===== src/rtl/seq_mult_bus_if.sv =====
// seq_mult_bus_if: operand-load and product-return bus for seq_mult_bus
interface seq_mult_bus_if #(parameter int BUS_W = 8);
    logic             start;
    logic             sgn;
    logic             out_ready;
    logic             rdy;
    logic             send_output;
    logic [BUS_W-1:0] M;
    logic [BUS_W-1:0] P;
    modport master (output start, sgn, out_ready, M, input rdy, send_output, P);
    modport slave  (input start, sgn, out_ready, M, output rdy, send_output, P);
endinterface


===== src/rtl/seq_mult_bus.sv =====
// seq_mult_bus: bus-fed shift-add multiplier; defining SEQ_MULT_SIGNED_EN adds a signed radix-2 Booth mode
module seq_mult_bus #(
    parameter int DATA_W = 32,
    parameter int BUS_W  = 8
) (
    input logic           clk,
    input logic           rst_b,
    seq_mult_bus_if.slave bus
);
    localparam int BEATS = DATA_W / BUS_W;
    localparam int CNT_W = $clog2(DATA_W + 1);
    localparam int LW    = $clog2(2 * BEATS + 1);
    localparam logic [LW-1:0]    LB_LAST  = LW'(BEATS - 1);
    localparam logic [LW-1:0]    LQ_FIRST = LW'(BEATS);
    localparam logic [LW-1:0]    LQ_LAST  = LW'(2 * BEATS - 1);
    localparam logic [CNT_W-1:0] CNT_DONE = CNT_W'(DATA_W);

    typedef enum logic [2:0] {IDLE, LOAD_B, LOAD_Q, CALC, OUT} state_t;

    state_t            state, state_n;
    logic [DATA_W:0]   a, pre, a_n;
    logic [DATA_W-1:0] b, q, q_n;
    logic [CNT_W-1:0]  cnt;
    logic [LW-1:0]     ld;
    logic              fill;
`ifdef SEQ_MULT_SIGNED_EN
    logic              sgn_r, q_m1;
    logic [DATA_W:0]   bx;
    logic              add_en;
`else
    logic              unused_sgn;
    assign unused_sgn = bus.sgn;
`endif

    always_ff @(posedge clk or negedge rst_b)
        if (!rst_b) state <= IDLE;
        else        state <= state_n;

    always_comb begin
        state_n = state;
        unique case (state)
            IDLE:    state_n = bus.start ? (BEATS == 1 ? LOAD_Q : LOAD_B) : IDLE;
            LOAD_B:  state_n = (ld == LB_LAST) ? LOAD_Q : LOAD_B;
            LOAD_Q:  state_n = (ld == LQ_LAST) ? CALC : LOAD_Q;
            CALC:    state_n = (cnt == CNT_DONE) ? OUT : CALC;
            OUT:     state_n = (bus.out_ready && ld == LQ_LAST) ? IDLE : OUT;
            default: state_n = IDLE;
        endcase
    end

    always_comb begin
        bus.rdy         = state == IDLE;
        bus.send_output = state == OUT;
        bus.P           = (state == OUT) ? q[BUS_W-1:0] : '0;
    end

    always_comb begin
`ifdef SEQ_MULT_SIGNED_EN
        bx     = sgn_r ? {b[DATA_W-1], b} : {1'b0, b};
        add_en = sgn_r ? (q[0] ^ q_m1) : q[0];
        pre    = !add_en ? a : (sgn_r && q[0]) ? a - bx : a + bx;
        fill   = sgn_r & pre[DATA_W];
`else
        pre    = q[0] ? a + {1'b0, b} : a;
        fill   = 1'b0;
`endif
        a_n    = {fill, pre[DATA_W:1]};
        q_n    = {pre[0], q[DATA_W-1:1]};
    end

    always_ff @(posedge clk or negedge rst_b)
        if (!rst_b) begin
            a   <= '0;
            b   <= '0;
            q   <= '0;
            cnt <= '0;
            ld  <= '0;
`ifdef SEQ_MULT_SIGNED_EN
            sgn_r <= 1'b0;
            q_m1  <= 1'b0;
`endif
        end else begin
            unique case (state)
                IDLE: if (bus.start) begin
                    b[BUS_W-1:0] <= bus.M;
                    ld           <= LW'(1);
`ifdef SEQ_MULT_SIGNED_EN
                    sgn_r        <= bus.sgn;
`endif
                end
                LOAD_B, LOAD_Q: begin
                    if (ld < LQ_FIRST) b[int'(ld) * BUS_W +: BUS_W] <= bus.M;
                    else               q[(int'(ld) - BEATS) * BUS_W +: BUS_W] <= bus.M;
                    ld  <= ld + LW'(1);
                    a   <= '0;
                    cnt <= '0;
`ifdef SEQ_MULT_SIGNED_EN
                    q_m1 <= 1'b0;
`endif
                end
                CALC: if (cnt == CNT_DONE) ld <= '0;
                else begin
                    a   <= a_n;
                    q   <= q_n;
                    cnt <= cnt + CNT_W'(1);
`ifdef SEQ_MULT_SIGNED_EN
                    q_m1 <= q[0];
`endif
                end
                OUT: if (bus.out_ready) begin
                    {a, q} <= {a, q} >> BUS_W;
                    ld     <= ld + LW'(1);
                end
                default: ;
            endcase
        end
endmodule


===== src/flat_wrapper.sv =====
// flat-port wrapper written by rule: the top's interface ports become plain ports
module seq_mult_bus_flat 
#(
    parameter int DATA_W = 32,
    parameter int BUS_W  = 8
)
  (clk, rst_b, bus_start, bus_sgn, bus_out_ready, bus_M, bus_rdy, bus_send_output, bus_P);
  seq_mult_bus_if #(.BUS_W(BUS_W)) bus_i ();
  input logic clk;
  input logic rst_b;
  input wire logic [$bits(bus_i.start)-1:0] bus_start;
  input wire logic [$bits(bus_i.sgn)-1:0] bus_sgn;
  input wire logic [$bits(bus_i.out_ready)-1:0] bus_out_ready;
  input wire logic [$bits(bus_i.M)-1:0] bus_M;
  output wire logic [$bits(bus_i.rdy)-1:0] bus_rdy;
  output wire logic [$bits(bus_i.send_output)-1:0] bus_send_output;
  output wire logic [$bits(bus_i.P)-1:0] bus_P;
  assign bus_i.start = bus_start;
  assign bus_i.sgn = bus_sgn;
  assign bus_i.out_ready = bus_out_ready;
  assign bus_i.M = bus_M;
  assign bus_rdy = bus_i.rdy;
  assign bus_send_output = bus_i.send_output;
  assign bus_P = bus_i.P;
  seq_mult_bus #(.DATA_W(DATA_W), .BUS_W(BUS_W)) u_core (.clk(clk), .rst_b(rst_b), .bus(bus_i));
endmodule

===== config.mk =====
export PLATFORM = sky130hd
export DESIGN_NAME = seq_mult_bus_flat
export DESIGN_NICKNAME = d
export VERILOG_FILES = /design/src/rtl/seq_mult_bus_if.sv /design/src/rtl/seq_mult_bus.sv /design/src/flat_wrapper.sv
export SDC_FILE = /design/constraint.sdc
export NUM_CORES = 1
export LEC_CHECK = 0
export ABC_AREA = 1
export ABC_CLOCK_PERIOD_IN_PS = 3100
export BUFFER_PORTS_ARGS = -buffer_cell sky130_fd_sc_hd__buf_2
export CORE_ASPECT_RATIO = 1.75
export CORE_MARGIN = 3
export CORE_UTILIZATION = 30
export CTS_CLUSTER_DIAMETER = 50
export DETAILED_ROUTE_END_ITERATION = 8
export PLACE_DENSITY = 0.43
export SLEW_MARGIN = 20
export SYNTH_ARGS = -nofsm -noshare
export SYNTH_HDL_FRONTEND = slang
export SYNTH_SLANG_ARGS = --single-unit

===== constraint.sdc =====
create_clock -name clk -period 3.1 [get_ports clk]
set_input_delay 0.31 -clock clk [delete_from_list [all_inputs] [get_ports clk]]
set_output_delay 0.31 -clock clk [all_outputs]
set_load 0.02 [all_outputs]

==> metrics.txt <==
Tmin final=2.77 ns; global-route wire length before repair=46300 microns; RSZ-0062 raised after global routing=false; Synth top cells by count=360 x nand2_1, 204 x inv_1, 148 x nor2_1, 109 x dfrtp_1, 85 x a21oi_1; ys async rst share=100%; Ant. Diodes=0; number of vias per cell=just under 5; setup violators final=0; r2r startpoint=u_core.ld[3]$_DFFE_PN0P_; crit share post-route=about 89%; post-CTS setup buffer count=0; Worst Reg2Reg Path Length in Cells=11; layout cells sized above 1=6.75%; Layout Nets=roughly 1400; I/O Buffers=21; Netlist Area Pre-Place=between 0.008 and 0.009 sq mm; CTS Sinks=109; CTS Hold Bufs=1; CTS tree=done; clock buffer depth=2; Final Hold Viols=0; reg2reg end=u_core.q[21]$_DFFE_PN0P_; synth top area cells=dfrtp_1 32%, nand2_1 16%, inv_1 9.1%; Critical Path RT=roughly 3.4 ns; Tot Pwr=9980 uW; WL/cell=around 18 microns; CTS resizes=0; top_reg_cell synth=dfrtp_1; Slew Limit Fails=0; CP Cell Sequence=inv_1, ha_1, inv_1, nand4_1, ha_1, nor2_1, nand3_1, nand3b_1, a21oi_4, o21ai_0, o21ai_0; Hold Crit Start=bus_start; Core Area=0.0275 sq mm; Storage cell area=0.00273 sq mm; die area=0.0303 sq mm; critical path arrival=3.06 ns; Worst Hold Path EP=u_core.state[0]$_DFF_PN0_; clock skew after layout=0.0158 ns; # IOs=23; Initial Util=~30%; cell family with most CP delay=compound AO/OA/AOI/OAI gates; initial antenna violation count=0; Overall Global Routing Usage=around 20%; VDD IR max=0.452 mV; setup TNS=0 ns; P per Cell Area=~1100 mW/mm^2; GP Congestion=0.858; critical path fanouts, max=16; Reg clk slew, reported paths=0.08 ns; GRT overflow=0; slowest stage delay, CP=approximately 0.45 ns; DRT antenna net count=0; CP startpoint kind=flip-flop; max cap viols=0; initial DRC count=558; Worst setup EP type=flip-flop; drt pass-1 iters=5; final wirelength=30000 microns; via count=slightly above 8000; Rel. slew slack=52.8%; Multi-input gate area=0.00473 sq mm; syn nets=1359; largest net degree at the start of global routing=71; YS warnings=0; most common cell in the netlist=nand2_1; Fill cells=3080; Synth area leader=dfrtp_1; critical path type=flip-flop to flip-flop; Hold WS=0.224 ns; Syn-to-layout area delta=9.31%; worst skew pair latency=around 0.37 ns; status=completed; synthesized area per cell=6.49 sq um; FF+latch count, synth=109; Hold Path Depth=3; Die Wd=133 microns; Worst Tran Pin Value=0.707 ns; Post-Syn Instances=1302; DRC errors left=0; Seq/Total Area, Yosys=32.3%; CTS Buf Count=9; worst hold path class=input pin to flip-flop; hpwl dp=23900 microns; worst reg-to-reg setup slack=0.33 ns; worst path bufs/invs=2; Crit-path slowest cell=dfrtp_1; leakage=~0.0046 uW; htree depth=3; Max Clock Freq=361 MHz; library cells used by synthesis=45; die height=~230 microns; post-synth top area share=32.3%; number of flops mapped to enable cells by yosys=0; Row Count=80; root buffer cell=clkbuf_16; vias in the first global route=approximately 8100
-- state kept, by name, indices dropped and copies added, names as in the netlist --
register	flops
u_core.a	32
u_core.b	32
u_core.cnt	6
u_core.ld	4
u_core.q	32
u_core.state	3
-- worst max-delay path by stage --
stage,endpoint,slack [ns],from,cells past startpoint
CTS,u_core.q[21]$_DFFE_PN0P_,0.29,u_core.ld[3]$_DFFE_PN0P_,11
global placement,u_core.q[21]$_DFFE_PN0P_,0.31,u_core.ld[3]$_DFFE_PN0P_,11
floorplan,u_core.q[16]$_DFFE_PN0P_,0.61,u_core.ld[2]$_DFFE_PN0P_,12
global route,u_core.q[18]$_DFFE_PN0P_,0.04,u_core.ld[3]$_DFFE_PN0P_,11
detailed placement,u_core.q[21]$_DFFE_PN0P_,0.32,u_core.ld[3]$_DFFE_PN0P_,11
finish,u_core.q[21]$_DFFE_PN0P_,0.33,u_core.ld[3]$_DFFE_PN0P_,11
-- power breakdown --
part / switching, uW / internal, uW / total [uW] / leakage, uW
combinational: 4530 / 1930 / 6460 / 0.00308
clock: 590 / 553 / 1140 / 0.000137
sequential: 438 / 1940 / 2370 / 0.00140
-- layout make-up --
class,instances,area share [%]
multi-input combinational,944,51.2
sequential,109,29.5
inverter,212,8.69
tap,369,5.00
timing repair buffer,37,2.63
clock buffer,10,2.48
clock inverter,6,0.487
-- logic make-up after synthesis --
kind of cell,synth area share (%)
AND/OR/NAND/NOR,32.0
AO/OA/AOI/OAI,16.9
flip-flops,32.3
buffers and inverters,11.8
adder cells (fa/ha/maj),6.69
XOR/XNOR,0.414
-- placed cells by master (no fill, tap or decap), drive strengths merged, types with 9 or more instances in the layout --
| cell type | n |
|---|---|
| buf | 36 |
| o22ai | 35 |
| inv | 213 |
| ha | 42 |
| o21ai | 106 |
| nand4 | 15 |
| nor2 | 153 |
| dfrtp | 109 |
| clkbuf | 10 |
| a22oi | 9 |
| nand2 | 369 |
| nor3 | 21 |
| a21oi | 86 |
| nand3 | 74 |
-- worst reg2reg max path: cells and delay by family (launching register included) --
family,cells,cell delay (ns)
AND/OR/NAND/NOR,4,0.68
AO/OA/AOI/OAI,3,0.71
buffers and inverters,2,0.32
adder cells (fa/ha/maj),2,0.54
flip-flops,1,0.45
-- per-layer routing --
| layer | routed length [microns] | share of wire [%] | vias to the layer above | global-route usage (%) |
|---|---|---|---|---|
| met5 | 0 | 0 | - | 0 |
| met4 | 1250 | 4.2 | 0 | 8.36 |
| met3 | 450 | 1.5 | 44 | 1.65 |
| li1 | - | - | 4229 | - |
| met2 | 16400 | 55 | 104 | 37.7 |
| met1 | 11800 | 39 | 3807 | 22.1 |
-- metrics by stage --
step                std cells  setup slack (ns)  util (%)  instance area (sq um)
global route             1687            0.0396      33.6                   9240
finish                   1687             0.327      33.6                   9240
floorplan                1302             0.610         -                   8450
detailed placement       1670             0.319      32.5                   8960
global placement         1670             0.311      32.5                   8960
CTS                      1687             0.287      33.6                   9240
(Power assumes the default switching activity.)
